**src/rtl/traffic_pkg.sv**
```systemverilog
// rtl/traffic_pkg.sv - light encodings, phase enum and light decode shared by the sequencer
package traffic_pkg;

    localparam logic [1:0] LITE_RED    = 2'b00;
    localparam logic [1:0] LITE_YELLOW = 2'b01;
    localparam logic [1:0] LITE_GREEN  = 2'b10;

    typedef enum logic [2:0] {
        RED_TO_EW = 3'd0,
        EW_GREEN  = 3'd1,
        EW_YELLOW = 3'd2,
        RED_TO_NS = 3'd3,
        NS_GREEN  = 3'd4,
        NS_YELLOW = 3'd5
    } phase_t;

    typedef struct packed {
        logic [1:0] ew;
        logic [1:0] ns;
    } lites_t;

    // Cross head stays RED in every green/yellow phase, so only one head is ever lit.
    function automatic lites_t decode_lites(input phase_t p);
        lites_t l;
        l.ew = LITE_RED;
        l.ns = LITE_RED;
        case (p)
            EW_GREEN:  l.ew = LITE_GREEN;
            EW_YELLOW: l.ew = LITE_YELLOW;
            NS_GREEN:  l.ns = LITE_GREEN;
            NS_YELLOW: l.ns = LITE_YELLOW;
            default:   l = '{ew: LITE_RED, ns: LITE_RED};
        endcase
        return l;
    endfunction

endpackage

```
**src/rtl/traffic_phase_sequencer_if.sv**
```systemverilog
// rtl/traffic_phase_sequencer_if.sv - timebase, car requests and signal-head outputs
interface traffic_phase_sequencer_if;
    logic       tick;
    logic       ew_car;
    logic       ns_car;
    logic [1:0] ew_lite;
    logic [1:0] ns_lite;
    logic [2:0] phase;
    logic       phase_start;

    modport master (
        output tick, ew_car, ns_car,
        input  ew_lite, ns_lite, phase, phase_start
    );

    modport slave (
        input  tick, ew_car, ns_car,
        output ew_lite, ns_lite, phase, phase_start
    );
endinterface

```
**src/rtl/phase_timer.sv**
```systemverilog
// rtl/phase_timer.sv - tick-enabled phase counter with clear, saturation and duration compare
module phase_timer #(
    parameter int CNT_W = 4
) (
    input  logic             clk,
    input  logic             rst_n,
    input  logic             i_tick,
    input  logic             i_clear,
    input  logic [CNT_W-1:0] i_sat,
    input  logic [CNT_W-1:0] i_dur,
    output logic [CNT_W-1:0] o_cnt,
    output logic             o_done
);

    logic [CNT_W-1:0] r_cnt;

    always_ff @(posedge clk or negedge rst_n) begin
        if (!rst_n) begin
            r_cnt <= '0;
        end else if (i_tick) begin
            if (i_clear)
                r_cnt <= '0;
            else if (r_cnt != i_sat)
                r_cnt <= r_cnt + 1'b1;
        end
    end

    assign o_cnt  = r_cnt;
    assign o_done = (r_cnt == i_dur);

endmodule

```
**src/rtl/traffic_phase_sequencer.sv**
```systemverilog
// rtl/traffic_phase_sequencer.sv - two-way intersection phase FSM with min/max green arbitration
module traffic_phase_sequencer
    import traffic_pkg::*;
#(
    parameter int GREEN_MIN = 4,
    parameter int GREEN_MAX = 8,
    parameter int YELLOW_T  = 2,
    parameter int ALL_RED_T = 1,
    parameter int CNT_W     = 4
) (
    input  logic                      clk,
    input  logic                      rst_n,
    traffic_phase_sequencer_if.slave  bus
);

    localparam logic [CNT_W-1:0] L_GMIN = CNT_W'(GREEN_MIN - 1);
    localparam logic [CNT_W-1:0] L_GMAX = CNT_W'(GREEN_MAX - 1);
    localparam logic [CNT_W-1:0] L_YEL  = CNT_W'(YELLOW_T - 1);
    localparam logic [CNT_W-1:0] L_RED  = CNT_W'(ALL_RED_T - 1);

    phase_t           r_state;
    phase_t           w_next;
    logic [CNT_W-1:0] w_cnt;
    logic [CNT_W-1:0] w_dur;
    logic [CNT_W-1:0] w_sat;
    logic             w_done;
    logic             w_clear;
    logic [1:0]       r_ew_lite;
    logic [1:0]       r_ns_lite;
    logic             r_phase_start;
    lites_t           w_lites;

    phase_timer #(.CNT_W(CNT_W)) u_timer (
        .clk     (clk),
        .rst_n   (rst_n),
        .i_tick  (bus.tick),
        .i_clear (w_clear),
        .i_sat   (w_sat),
        .i_dur   (w_dur),
        .o_cnt   (w_cnt),
        .o_done  (w_done)
    );

    always_comb begin
        w_next = r_state;
        w_dur  = L_RED;
        w_sat  = L_RED;
        case (r_state)
            RED_TO_EW: if (bus.tick && w_done) w_next = EW_GREEN;
            EW_GREEN: begin
                w_dur = L_GMAX;
                w_sat = L_GMAX;
                // Yield only once min green is served and the own side is idle or max green is reached.
                if (bus.tick && bus.ns_car && (w_cnt >= L_GMIN) && (!bus.ew_car || (w_cnt == L_GMAX)))
                    w_next = EW_YELLOW;
            end
            EW_YELLOW: begin
                w_dur = L_YEL;
                w_sat = L_YEL;
                if (bus.tick && w_done) w_next = RED_TO_NS;
            end
            RED_TO_NS: if (bus.tick && w_done) w_next = NS_GREEN;
            NS_GREEN: begin
                w_dur = L_GMAX;
                w_sat = L_GMAX;
                if (bus.tick && bus.ew_car && (w_cnt >= L_GMIN) && (!bus.ns_car || (w_cnt == L_GMAX)))
                    w_next = NS_YELLOW;
            end
            NS_YELLOW: begin
                w_dur = L_YEL;
                w_sat = L_YEL;
                if (bus.tick && w_done) w_next = RED_TO_EW;
            end
            default: w_next = RED_TO_EW;
        endcase
        w_clear = (w_next != r_state);
        w_lites = decode_lites(w_next);
    end

    always_ff @(posedge clk or negedge rst_n) begin
        if (!rst_n) begin
            r_state       <= RED_TO_EW;
            r_ew_lite     <= LITE_RED;
            r_ns_lite     <= LITE_RED;
            r_phase_start <= 1'b0;
        end else begin
            r_state       <= w_next;
            r_ew_lite     <= w_lites.ew;
            r_ns_lite     <= w_lites.ns;
            r_phase_start <= w_clear;
        end
    end

    assign bus.ew_lite     = r_ew_lite;
    assign bus.ns_lite     = r_ns_lite;
    assign bus.phase       = r_state;
    assign bus.phase_start = r_phase_start;

    a_one_head_lit: assert property (@(posedge clk) disable iff (!rst_n)
        (r_ew_lite == LITE_RED) || (r_ns_lite == LITE_RED));

endmodule

```
**src/flat_wrapper.sv**
```systemverilog
// flat-port wrapper written by rule: the top's interface ports become plain ports
module traffic_phase_sequencer_flat import traffic_pkg::*;
#(
    parameter int GREEN_MIN = 4,
    parameter int GREEN_MAX = 8,
    parameter int YELLOW_T  = 2,
    parameter int ALL_RED_T = 1,
    parameter int CNT_W     = 4
)
  (clk, rst_n, bus_tick, bus_ew_car, bus_ns_car, bus_ew_lite, bus_ns_lite, bus_phase, bus_phase_start);
  traffic_phase_sequencer_if bus_i ();
  input  logic clk;
  input  logic rst_n;
  input wire logic [$bits(bus_i.tick)-1:0] bus_tick;
  input wire logic [$bits(bus_i.ew_car)-1:0] bus_ew_car;
  input wire logic [$bits(bus_i.ns_car)-1:0] bus_ns_car;
  output wire logic [$bits(bus_i.ew_lite)-1:0] bus_ew_lite;
  output wire logic [$bits(bus_i.ns_lite)-1:0] bus_ns_lite;
  output wire logic [$bits(bus_i.phase)-1:0] bus_phase;
  output wire logic [$bits(bus_i.phase_start)-1:0] bus_phase_start;
  assign bus_i.tick = bus_tick;
  assign bus_i.ew_car = bus_ew_car;
  assign bus_i.ns_car = bus_ns_car;
  assign bus_ew_lite = bus_i.ew_lite;
  assign bus_ns_lite = bus_i.ns_lite;
  assign bus_phase = bus_i.phase;
  assign bus_phase_start = bus_i.phase_start;
  traffic_phase_sequencer #(.GREEN_MIN(GREEN_MIN), .GREEN_MAX(GREEN_MAX), .YELLOW_T(YELLOW_T), .ALL_RED_T(ALL_RED_T), .CNT_W(CNT_W)) u_core (.clk(clk), .rst_n(rst_n), .bus(bus_i));
endmodule
```
**config.mk**
```make
export PLATFORM = sky130hd
export DESIGN_NAME = traffic_phase_sequencer_flat
export DESIGN_NICKNAME = d
export VERILOG_FILES = /design/src/rtl/traffic_pkg.sv /design/src/rtl/traffic_phase_sequencer_if.sv /design/src/rtl/phase_timer.sv /design/src/rtl/traffic_phase_sequencer.sv /design/src/flat_wrapper.sv
export SDC_FILE = /design/constraint.sdc
export NUM_CORES = 1
export LEC_CHECK = 0
export CAP_MARGIN = 20
export CORE_UTILIZATION = 55
export CTS_CLUSTER_SIZE = 28
export DETAILED_ROUTE_END_ITERATION = 16
export GPL_ROUTABILITY_DRIVEN = 0
export PLACE_DENSITY_LB_ADDON = 0.08
export SKIP_CTS_REPAIR_TIMING = 1
export SYNTH_ARGS = -nofsm -noshare
export SYNTH_HDL_FRONTEND = slang
export SYNTH_SLANG_ARGS = --single-unit
```
**constraint.sdc**
```tcl
create_clock -name clk -period 3.2 [get_ports clk]
set_input_delay 0.96 -clock clk [delete_from_list [all_inputs] [get_ports clk]]
set_output_delay 0.96 -clock clk [all_outputs]
set_load 0.01 [all_outputs]
```
Word-level counts from Yosys, hierarchy flattened --
Cells that the tools add are included.
Storage, ports and cells: flip-flop bits (word level) 12, bits in latches 0, bits in writable memories 0, ROM bits 0, input port bits 5, output and inout bits 8, word-level logic and storage cells 48, memories 0
Operators by class: add/subtract/negate cells 1, multipliers 0, div/mod/pow operators 0, $lt $le $gt $ge 1, equal/unequal tests 13, shifts and indexed selects 0, mux-type cells 12, bitwise operators 0, reductions and logical operators 16
Operators by type and width (count):
- two-way mux 3 bit | 6
- case mux 3 bit (6 select lines) | 1
- == test 3 bit, second input constant | 4
- == test 3 x 2 -> 1 bit, second input constant | 3
- two-way mux 4 bit | 2
- case mux 2 bit (2 select lines) | 2
- logical AND 1 bit | 7
- == test 3 x 1 -> 1 bit, second input constant | 2
- case mux 3 bit (2 select lines) | 1
- adder 4 x 1 -> 4 bit, second input constant | 1
- == test 4 x 3 -> 1 bit, second input constant | 1
- == test 4 bit | 1
- greater-or-equal comparator 4 x 2 -> 1 bit, second input constant | 1
- inequality test 4 bit | 1
- OR reduction 2 bit | 2
- logical NOT 3 bit | 1
- inequality test 3 bit | 1
- logical NOT 1 bit | 2
- logical OR 1 bit | 2
- AND reduction 2 bit | 1
- nonzero test 2 bit | 1

Longest topological paths before layout --
Gate-level depths: netlist (run 1).
word-level depth 10, mapped depth 8, mapped depth without buffers 8

Modules after synthesis --
A second synthesis (run 1) with hierarchy kept.
Unflattened totals: cells, all modules 88, area, all modules 802.0 um^2
By module, submodules not included:
- traffic_phase_sequencer | instances 1, cells each 54, area each 470.5 um^2, sequential area each 200.2 um^2
- phase_timer | instances 1, cells each 34, area each 331.6 um^2, sequential area each 100.1 um^2

Worst setup path before layout (run 1) --
Ideal clock, no wire load.
kind in2reg, from input bus_ns_car, to register u_core.u_timer.r_cnt[0], in the netlist u_core.u_timer.o_cnt[0], setup time 78 ps, arrival time 2104 ps, required time 3122 ps, path slack 1019 ps, cell stages on the path 6, buffers on the path 0, cell sequence a21boi_1 -> o2111a_1 -> or2_1 -> a311o_1 -> o21ai_1 -> o2bb2ai_1
On the way: cells in the longest elaborated chain, start to end 8, elaborated cells between the ends (all ways) 13, those cells by class 1 x eq/ne; 4 x mux; 8 x reduce/logical
Ends and longest elaborated chain:
- start: declaration | RTL line flat_wrapper.sv:16 | input wire logic [$bits(bus_i.ns_car)-1:0] bus_ns_car;
- logical NOT 1 bit or logical AND 1 bit (tied branches) | RTL line traffic_phase_sequencer.sv:66, traffic_phase_sequencer.sv:54
- logical OR 1 bit or logical AND 1 bit (tied branches) | RTL line traffic_phase_sequencer.sv:66, traffic_phase_sequencer.sv:54
- logical AND 1 bit, on equally long branches | RTL line traffic_phase_sequencer.sv:66, traffic_phase_sequencer.sv:54
- two-way mux 3 bit, on equally long branches | RTL line traffic_phase_sequencer.sv:66, traffic_phase_sequencer.sv:54
- case mux 3 bit (6 select lines) (*) | RTL line traffic_phase_sequencer.sv:48 | case (r_state)
- inequality test 3 bit (*) | RTL line traffic_phase_sequencer.sv:76 | w_clear = (w_next != r_state);
- nonzero test 2 bit (no source line)
- AND reduction 2 bit (no source line)
- end signal: assignment | RTL line phase_timer.sv:24 | r_cnt <= r_cnt + 1'b1;
- end: declaration | RTL line phase_timer.sv:15 | logic [CNT_W-1:0] r_cnt;
Every way passes the cells marked *; elsewhere a longest branch is shown, timed or not. A chain may end at the register's enable or synchronous reset.

Worst setup path after layout (run 1) --
from input bus_ew_car, to register u_core.u_timer.r_cnt[1], in the netlist u_core.u_timer.o_cnt[1]
On the way: cells in the longest elaborated chain, start to end 8, elaborated cells between the ends (all ways) 13, those cells by class 1 x eq/ne; 4 x mux; 8 x reduce/logical
Ends and longest elaborated chain:
- start: declaration | RTL line flat_wrapper.sv:15 | input wire logic [$bits(bus_i.ew_car)-1:0] bus_ew_car;
- logical AND 1 bit or logical NOT 1 bit (tied branches) | RTL line traffic_phase_sequencer.sv:66, traffic_phase_sequencer.sv:54
- logical AND 1 bit or logical OR 1 bit (tied branches) | RTL line traffic_phase_sequencer.sv:66, traffic_phase_sequencer.sv:54
- logical AND 1 bit, on equally long branches | RTL line traffic_phase_sequencer.sv:66, traffic_phase_sequencer.sv:54
- two-way mux 3 bit, on equally long branches | RTL line traffic_phase_sequencer.sv:66, traffic_phase_sequencer.sv:54
- case mux 3 bit (6 select lines) (*) | RTL line traffic_phase_sequencer.sv:48
- inequality test 3 bit (*) | RTL line traffic_phase_sequencer.sv:76
- nonzero test 2 bit (no source line)
- AND reduction 2 bit (no source line)
Marks and branches as above.

==> results.md, run 1 <==
* Status: complete, no violations
* Reg area at 300.3 um2
* Routed wire length per instance at 14.78 um
* Max-cap violation count at 0
* Mean Syn Cell Area at 9.588 um2
* Area Growth Syn to Fin at 16.98%
* Reg2reg setup slack at 770 ps
* Clock share of power at 0.107
* First-pass GRT wire length at 2456 um
* Clk slew on worst S/H paths at 70 ps
* Leak at 0.4069 nW
* TritonCTS clock tree: built
* Max-slew violation count at 0
* Antenna violations before repair at 0
* Worst skew pair latency at 270 ps
* Clock sinks at 12
* Top Ports at 13
* Core ar. at 1318 um2
* RSZ-0062 raised after global routing: no
* #FFs+latches synth at 12
* Fmax at 394.7 MHz
* Top cell type's share of synthesized area at 0.3774
* Crit end category: flop
* Worst EP required at 3400 ps
* Syn_nets at 89
* Critical path class: in2reg
* Final worst-path cycle share at 0.7917
* Pwr/cell area at 897.5 nW/um2
* CP arrival at 2730 ps
* Final core utilization at 0.7066
* P_sw at 0.3620 mW
* Worst hold path type: reg2reg
* Die area at 1603 um2
* DRT iter0 DRCs at 39
* Library cells used by synthesis at 42
* DRC violations left at 0
* Diodes inserted at 0
* Total CTS buffers at 3
* Routed Antenna Nets at 0
* Slew headroom at 0.6476
* Area occupied by multi-input gates at 450.4 um2
* Initial Utilization at 0.6040
* Routed vias/inst at 6.339
* Combinational share of power at 0.542
* Clock Tree Buf Depth at 2
* Fill cells at 102
* Minimum clock period at 2533 ps
* Part of the power in registers at 0.351
* Final WL at 1611 um
* Largest net degree at the start of global routing at 16
* Most frequent cells in the layout: clkdlybuf4s50_1, dfrtp_1, nor2_1
* Synth Instances at 83
* Sequential element share of the synthesized area at 0.3774
* Worst vdd ir at 579.7 uV
* Final Setup Violations at 0
* Final Hold Viols at 0
* Clock Skew at 1.181 ps
* Die H at 40.04 um
* Die width at 40.04 um
* HPWL Detailed at 1128 um
* Post-synth top area cell: dfrtp_1
* Number of synthesis warnings at 0
* Worst setup SP type: input pin
* Top cells by area, synth: dfrtp_1, nor2_1, nand2b_1
* Share of cells above drive strength 1 at 0.1170
* Clock Root Buffer: clkbuf_4
* First-pass DRT Iterations at 4
* Synth Cell Area at 795.8 um2
* Worst Max-Slew Pin Slew at 527.0 ps
* Total gr overflow at 0
* Via count at 691
* IO buf count at 12
* CP Max Fanout at 5
* Net count reported at finish at 102
* CTS H-tree depth at 1
* Final TNS setup at 0 ps
* Cell Rows at 13
* Internal power at 0.4734 mW
* Net Sw Frac at 0.4333
* Tot GR Track Use at 0.2347
* Vias in the first global route at 583
-- path summary, 6_finish.rpt --
| path | from | to | cells after the start |
|---|---|---|---|
| worst max-delay path | bus_ew_car | u_core.u_timer.o_cnt[1] | 7 |
| worst min-delay path | u_core.u_timer.o_cnt[1] | u_core.u_timer.o_cnt[1] | 1 |
| worst max register to register | u_core.bus.phase[2] | u_core.u_timer.o_cnt[1] | 7 |
| worst min register to register | u_core.u_timer.o_cnt[1] | u_core.u_timer.o_cnt[1] | 1 |
| max in group asynchronous | rst_n | u_core.bus.ew_lite[1] | 1 |
| min in group asynchronous | rst_n | u_core.u_timer.o_cnt[2] | 1 |
-- power by group through the flow --
stage	Combinational (mW)	Sequential, mW	Clock [mW]
floorplan	0.361	0.257	0
CTS	0.452	0.288	0.0930
global placement	0.441	0.287	0
finish	0.452	0.293	0.0898
detailed placement	0.449	0.290	0
global route	0.494	0.299	0.101
-- worst max-delay path, stage by stage --
cell	delay (ps)
clkdlybuf4s50_1	490
a21boi_0	90
o211ai_1	380
a21oi_1	120
a311o_1	380
o21ai_1	180
o2bb2ai_1	130
-- flip-flops by register name, indices dropped and copies added, names as in the netlist --
name	flops
u_core.bus.phase	3
u_core.bus.phase_start	1
u_core.u_timer.o_cnt	4
u_core.bus.ns_lite	2
u_core.bus.ew_lite	2
-- routing by layer --
metal | global-route usage | vias up | share of wire
met3 | 0.03889 | 7 | 0.044
met1 | 0.2923 | 318 | 0.46
met5 | 0 | - | 0
li1 | - | 340 | -
met2 | 0.3750 | 26 | 0.47
met4 | 0.1466 | 0 | 0.030
-- logic make-up (layout without fill, tap and decap cells) --
group / after synthesis / in the layout / synth area share
and+or+nand+nor: 33 / 33 / 0.2484
AOI/OAI and AO/OA: 28 / 28 / 0.2893
DFF: 12 / 12 / 0.3774
buffers and inverters: 8 / 19 / 0.05660
adders and majority gates: 1 / 1 / 0.01572
muxes: 1 / 1 / 0.01258
-- metrics by stage --
step	setup slack, ps	total power [mW]	hold slack [ps]	instance area, um2	cells
5_1_grt	543.1	0.8942	668.3	930.9	109
2_1_floorplan	1019	0.6186	558.3	795.8	83
6_report	666.7	0.8355	657.4	930.9	109
3_3_place_gp	444.1	0.7274	606.8	908.4	106
4_1_cts	692.1	0.8328	653.2	930.9	109
3_5_place_dp	404.5	0.7386	632.1	908.4	106
-- Yosys cell counts --
library cell and count:
a311o_1 1, o22ai_1 1, nand4_1 2, nor2_2 1
nor4_1 1, nor2b_2 1, a21boi_0 1, a21boi_1 1
a21oi_2 2, nand4b_1 1, nand2_1 3, nand3b_1 2
a21oi_1 4, o21ai_0 3, o31ai_4 1, and4_1 1
buf_6 1, or2_1 1, nand2b_1 4, and3b_1 1
o21ai_1 1, mux2i_1 1, a211oi_1 1, nor3b_1 1
ha_1 1, o211ai_1 3, a21o_1 1, buf_4 1
o2111a_1 1, nor3_1 3, and4b_1 2, o31a_4 1
nand3_1 1, nor2_1 7, o21ai_2 1, o211a_1 1
o2bb2ai_1 2, inv_1 3, dfrtp_1 12, nor2b_1 1
buf_2 3, a22o_1 2
-- layout make-up --
class,count,area share
Tap cell,15,0.02016
Inverter,3,0.01210
Clock buffer,3,0.02419
Multi-Input combinational cell,63,0.4839
Timing Repair Buffer,13,0.1371
Sequential cell,12,0.3226
Power figures use the tool's default switching activity.
==> run 2: changes to the inputs <==
--- a/config.mk
+++ b/config.mk
@@ -6,7 +6,7 @@
 export NUM_CORES = 1
 export LEC_CHECK = 0
 export CAP_MARGIN = 20
-export CORE_UTILIZATION = 55
+export CORE_UTILIZATION = 51
 export CTS_CLUSTER_SIZE = 28
 export DETAILED_ROUTE_END_ITERATION = 16
 export GPL_ROUTABILITY_DRIVEN = 0
==> constraint.sdc (replaced) <==
create_clock -name clk -period 2.4 [get_ports clk]
set_input_delay 0.72 -clock clk [delete_from_list [all_inputs] [get_ports clk]]
set_output_delay 0.72 -clock clk [all_outputs]
set_load 0.01 [all_outputs]
==> results.md, run 2 (synthesis results as in run 1) <==
* Net Sw Frac at 0.4268 (was 0.4333)
* Worst Max-Slew Pin Slew at 537.4 ps (was 527.0 ps)
* Clock Skew at 6.648 ps (was 1.181 ps)
* Routed vias/inst at 6.557 (was 6.339)
* R2r endpoint: u_core.u_timer.o_cnt[0] (was u_core.u_timer.o_cnt[1])
* RSZ-0062 raised after global routing: no (unchanged)
* Clock Root Buffer: clkbuf_4 (unchanged)
* Cell Rows at 13 (unchanged)
* Fmax at 439.9 MHz
* Die width at 41.50 um (was 40.04 um)
* Routed wire length per instance at 15.37 um (was 14.78 um)
* Antenna violations before repair at 0 (unchanged)
* Final WL at 1767 um (was 1611 um)
* Crit end category: flop (unchanged)
* P_sw at 0.5052 mW (was 0.3620 mW)
* Share of cells above drive strength 1 at 0.1700 (was 0.1170)
* Hold depth at 1 (unchanged)
* Placed Instances at 112 (was 106)
* Placed inst area at 953.4 um2 (was 908.4 um2)
* Area Growth Syn to Fin at 22.64% (was 16.98%)
* Core ar. at 1383 um2 (was 1318 um2)
* Worst setup SP type: input pin (unchanged)
* CTS H-tree depth at 1 (unchanged)
* Top Ports at 13 (unchanged)
* Final TNS setup at 0 ps (unchanged)
* Routed Antenna Nets at 0 (unchanged)
* Leak at 0.4366 nW (was 0.4069 nW)
* Clk slew on worst S/H paths at 60 ps (was 70 ps)
* Final Setup Violations at 0 (unchanged)
* Worst hold path type: reg2reg (unchanged)
* Diodes inserted at 0 (unchanged)
* Total power at 1.183 mW (was 0.8355 mW)
* Total CTS buffers at 3 (unchanged)
* Status: complete, no violations (unchanged)
* Net count reported at finish at 108 (was 102)
* Die H at 41.50 um (was 40.04 um)
* CP Max Fanout at 3 (was 5)
* First-pass GRT wire length at 2987 um (was 2456 um)
* Worst r2r path cells at 8 (was 7)
* Initial Utilization at 0.5756 (was 0.6040)
* Critical path class: in2reg (unchanged)
* Internal power at 0.6783 mW (was 0.4734 mW)
* Total gr overflow at 0 (unchanged)
* Worst EP required at 2590 ps (was 3400 ps)
* Worst skew pair latency at 270 ps (about the same)
* Tot GR Track Use at 0.2269 (was 0.2347)
* TritonCTS clock tree: built (unchanged)
* IO buf count at 12 (unchanged)
* DRC violations left at 0 (unchanged)
* Pwr/cell area at 1213 nW/um2 (was 897.5 nW/um2)
* Clock Tree Buf Depth at 2 (unchanged)
* Number of flip-flops in the largest register at 4 (unchanged)
* Final std cells w/o fill at 115 (was 109)
* Max-cap violation count at 0 (unchanged)
* Part of the power in registers at 0.303 (was 0.351)
* Largest net degree at the start of global routing at 14 (was 16)
* Die area at 1722 um2 (was 1603 um2)
* R2R Path Start: u_core.u_timer.o_cnt[0] (was u_core.bus.phase[2])
* Most frequent cells in the layout: clkdlybuf4s50_1, dfrtp_1, nor2_1, buf_4 (was clkdlybuf4s50_1, dfrtp_1, nor2_1)
* CP arrival at 2470 ps (was 2730 ps)
* Worst vdd ir at 697.7 uV (was 579.7 uV)
* Hold_sp: u_core.u_timer.o_cnt[1] (unchanged)
* Final Hold Viols at 0 (unchanged)
* Post-route cell area at 975.9 um2 (was 930.9 um2)
* Max-slew violation count at 0 (unchanged)
* Reg2reg setup slack at 210 ps (was 770 ps)
* Vias in the first global route at 660 (was 583)
* First-pass DRT Iterations at 4 (unchanged)
* Hold path endpoint: u_core.u_timer.o_cnt[1] (unchanged)
* Combinational share of power at 0.594 (was 0.542)
* Clock share of power at 0.103 (was 0.107)
* Via count at 754 (was 691)
* HPWL Detailed at 1308 um (was 1128 um)
* Final worst-path cycle share at 0.9471
* DRT iter0 DRCs at 14 (was 39)
* Slew headroom at 0.6406 (was 0.6476)
* Minimum clock period at 2273 ps
* Clock sinks at 12 (unchanged)
-- run 2: changes by cell type in the layout (fill, tap and decap cells not counted) --
cell,change
buf_4,+6
-- run 2: worst max-delay path by stage --
| stage | from | end | slack (ps) | depth (start not counted) |
|---|---|---|---|---|
| finish | bus_ns_car | u_core.u_timer.o_cnt[0] | 130 | 7 |
| global route | bus_ns_car | u_core.u_timer.o_cnt[1] | 10 | 7 |
| CTS | bus_ns_car | u_core.u_timer.o_cnt[0] | 120 | 7 |
| detailed placement | bus_ns_car | u_core.u_timer.o_cnt[0] | -160 | 7 |
| global placement | bus_ns_car | u_core.u_timer.o_cnt[1] | -90 | 7 |
| floorplan | u_core.bus.phase[0] | u_core.u_timer.o_cnt[0] | 390 | 8 |
-- run 2: layout make-up --
cell class | instances | area, um2
fill | 118 | 406.6
timing repair buffer | 19 | 172.7
inverter | 3 | 11.26
tap | 15 | 18.77
multi-input combinational | 63 | 450.4
sequential | 12 | 300.3
clock buffer | 3 | 22.52
-- run 2: critical path, stage by stage --
cell             delay (ps)
clkdlybuf4s50_1         500
a21boi_1                 80
o2111a_1                250
or2_1                   210
a311o_1                 380
o21ai_1                 170
o2bb2ai_1               130
-- run 2: metal layers --
metal | wire length, um | GRT usage | vias to the layer above
met3 | 98 | 0.02609 | 5
met2 | 866 | 0.3594 | 36
met1 | 762 | 0.3045 | 363
met4 | 38 | 0.1161 | 0
li1 | - | - | 350
met5 | 0 | 0 | -
-- run 2: power groups by stage --
| stage | clock (mW) | combinational, mW | sequential (mW) |
|---|---|---|---|
| global route | 0.132 | 0.764 | 0.368 |
| global placement | 0 | 0.678 | 0.351 |
| CTS | 0.124 | 0.702 | 0.356 |
| floorplan | 0 | 0.482 | 0.343 |
| detailed placement | 0 | 0.695 | 0.359 |
| finish | 0.122 | 0.703 | 0.358 |
-- run 2: metrics by stage --
step	util	worst slack, ps	hold slack [ps]
3_5_place_dp	0.6896	-158.4	632.7
3_3_place_gp	0.6896	-89.92	607.1
5_1_grt	0.7059	12.73	686.9
4_1_cts	0.7059	122.6	644.2
2_1_floorplan	-	390.2	424.4
6_report	0.7059	126.9	649.8
==> run 3: changes to the inputs <==
--- a/config.mk
+++ b/config.mk
@@ -5,6 +5,7 @@
 export SDC_FILE = /design/constraint.sdc
 export NUM_CORES = 1
 export LEC_CHECK = 0
+export ABC_AREA = 1
 export CAP_MARGIN = 20
 export CORE_UTILIZATION = 51
 export CTS_CLUSTER_SIZE = 28
==> results.md, run 3 <==
* Status: complete, no violations (unchanged)
* Net count reported at finish at 132 (was 108)
* Die H at 42.03 um (was 41.50 um)
* Reg area at 300.3 um2 (unchanged)
* Worst hold path type: reg2reg (unchanged)
* Share of cells above drive strength 1 at 0.2500 (was 0.1700)
* Max-cap violation count at 0 (unchanged)
* Core ar. at 1506 um2 (was 1383 um2)
* Final worst-path cycle share at 0.9254 (was 0.9471)
* Via count at 750 (was 754)
* Minimum clock period at 2221 ps (was 2273 ps)
* First-pass DRT Iterations at 4 (unchanged)
* Slew headroom at 0.6110 (was 0.6406)
* Critical path class: in2reg (unchanged)
* TritonCTS clock tree: built (unchanged)
* Synth Cell Area at 817.0 um2 (was 795.8 um2)
* Largest net degree at the start of global routing at 13 (was 14)
* Placed Instances at 137 (was 112)
* Die area at 1766 um2 (was 1722 um2)
* Final std cells w/o fill at 140 (was 115)
* DRT iter0 DRCs at 13 (was 14)
* Top Ports at 13 (unchanged)
* Mean Syn Cell Area at 7.708 um2 (was 9.588 um2)
* Pwr/cell area at 1235 nW/um2 (was 1213 nW/um2)
* Syn_nets at 112 (was 89)
* Worst setup SP type: input pin (unchanged)
* Routed vias/inst at 5.357 (was 6.557)
* R2R Path Start: u_core.bus.phase[0] (was u_core.u_timer.o_cnt[0])
* Initial Utilization at 0.5424 (was 0.5756)
* Crit path cell chain: clkdlybuf4s50_1 -> buf_4 -> nand4_1 -> a21oi_1 -> nor2_1 -> buf_4 -> nand3_4 -> nand2_2 -> nand2_2 -> nand3_2 -> nand2_2 -> nand2_1 -> nand2_1 (was clkdlybuf4s50_1 -> a21boi_1 -> o2111a_1 -> or2_1 -> a311o_1 -> o21ai_1 -> o2bb2ai_1)
* Clock Tree Buf Depth at 2 (unchanged)
* Area Growth Syn to Fin at 22.21% (was 22.64%)
* Worst EP required at 2620 ps (was 2590 ps)
* Clock sinks at 12 (unchanged)
* CTS H-tree depth at 1 (unchanged)
* Tot GR Track Use at 0.2308 (was 0.2269)
* RSZ-0062 raised after global routing: no (unchanged)
* Number of flip-flops in the largest register at 4 (unchanged)
* IO buf count at 12 (unchanged)
* Vias in the first global route at 680 (was 660)
* Clk slew on worst S/H paths at 80 ps (was 60 ps)
* Max-slew violation count at 0 (unchanged)
* Most frequent cells in the layout: nand2_1, inv_1, clkdlybuf4s50_1, dfrtp_1, nand4_1 (was clkdlybuf4s50_1, dfrtp_1, nor2_1, buf_4)
* Final core utilization at 0.6628 (was 0.7059)
* First-pass GRT wire length at 2994 um (was 2987 um)
* Largest stage delay on the critical path at 510 ps (was 500 ps)
* CP Max Fanout at 8 (was 3)
* Commonest non-fill, non-tap cell in the layout: nand2_1
* Final Hold Viols at 0 (unchanged)
* Final WL at 1765 um (was 1767 um)
* Worst Max-Slew Pin Slew at 581.7 ps (was 537.4 ps)
* Leak at 0.5371 nW (was 0.4366 nW)
* HPWL Detailed at 1350 um (was 1308 um)
* Total gr overflow at 0 (unchanged)
* Final Setup Violations at 0 (unchanged)
* Hold_sp: u_core.u_timer.o_cnt[1] (unchanged)
* Antenna violations before repair at 0 (unchanged)
* Die width at 42.03 um (was 41.50 um)
* Number of synthesis warnings at 0 (unchanged)
* Fill cells at 132 (was 118)
* Clock Root Buffer: clkbuf_4 (unchanged)
* Fmax at 450.3 MHz (was 439.9 MHz)
* Number of flops mapped to enable cells by yosys at 0 (unchanged)
* Top cells by area, synth: dfrtp_1, nand2_1, inv_1 (was dfrtp_1, nor2_1, nand2b_1)
* Count leader, synth: nand2_1 (was dfrtp_1)
* CP Launch Point: bus_tick (was bus_ns_car)
* Cell Rows at 14 (was 13)
* Critical path's slowest cell: clkdlybuf4s50_1 (unchanged)
* Final TNS setup at 0 ps (unchanged)
* Sequential element share of the synthesized area at 0.3675 (was 0.3774)
* DRC violations left at 0 (unchanged)
* Routed wire length per instance at 12.61 um (was 15.37 um)
* Post-synth top flop: dfrtp_1 (unchanged)
* Top cell type's share of synthesized area at 0.3675 (was 0.3774)
* Worst vdd ir at 737.7 uV (was 697.7 uV)
* Ys async rst share at 1.000 (unchanged)
* Total CTS buffers at 3 (unchanged)
* Post-synth top area cell: dfrtp_1 (unchanged)
* CP arrival at 2440 ps (was 2470 ps)
* Area occupied by multi-input gates at 434.2 um2 (was 450.4 um2)
* Diodes inserted at 0 (unchanged)
* Worst skew pair latency at 280 ps (was 270 ps)
* Synth Instances at 106 (was 83)
* Post-synth top cells: nand2_1, inv_1, dfrtp_1 (was dfrtp_1, nor2_1, a21oi_1, nand2b_1)
* Library cells used by synthesis at 23 (was 42)
* #FFs+latches synth at 12 (unchanged)
* Most common cell on crit path: nand2_2
* Clock Skew at 10.82 ps (was 6.648 ps)
* Crit end category: flop (unchanged)
* Routed Antenna Nets at 0 (unchanged)
-- run 3: per-layer routing --
layer,vias to the layer above,track usage,share of wire
met5,-,0,0
met4,0,0.1313,0.026
met3,5,0.03879,0.035
met2,18,0.3406,0.44
met1,345,0.3196,0.49
li1,382,-,-
-- run 3: kinds of logic after synthesis --
kind of cell               after synthesis  synth area share
adders and majority gates                1           0.01531
AOI/OAI and AO/OA                        8           0.05973
buffers and inverters                   19            0.1011
DFF                                     12            0.3675
xor gates and xnor gates                 1           0.01072
and+or+nand+nor                         65            0.4456
-- run 3: area by class of cell --
class	count	share of cell area
clock buffers	3	0.02256
inverters	17	0.06391
multi-input cells	75	0.4348
flip-flops and latches	12	0.3008
well taps	16	0.02005
repair buffers	17	0.1579
-- run 3: worst max-delay path: cells and delay by family --
kind	cells	cell delay [ps]
compound gates	1	180
simple gates	9	700
buf+inv	3	850
-- run 3: path summary, 6_finish.rpt --
kind | to | slack [ps] | cells past startpoint
worst max-delay path | u_core.u_timer.o_cnt[0] | 180 | 13
worst min-delay path | u_core.u_timer.o_cnt[1] | 540 | 2
worst max register to register | u_core.u_timer.o_cnt[0] | 390 | 14
worst min register to register | u_core.u_timer.o_cnt[1] | 540 | 2
max in group asynchronous | u_core.bus.phase[1] | 1210 | 1
min in group asynchronous | u_core.bus.ns_lite[1] | 800 | 1
-- run 3: power breakdown --
group	switching (mW)	internal, mW
combinational	0.442	0.330
clock	0.0688	0.0582
sequential	0.0709	0.263
-- run 3: metrics by stage --
stage	power [mW]	hold WS, ps	setup WS (ps)	cell area [um2]
after detailed placement	1.101	523.9	-67.03	975.9
after floorplan	0.8725	424.4	456.0	817.0
after CTS	1.239	542.6	181.0	998.5
after global placement	1.080	517.9	-31.59	975.9
final	1.233	541.8	179.1	998.5
after global routing	1.330	565.4	43.60	998.5
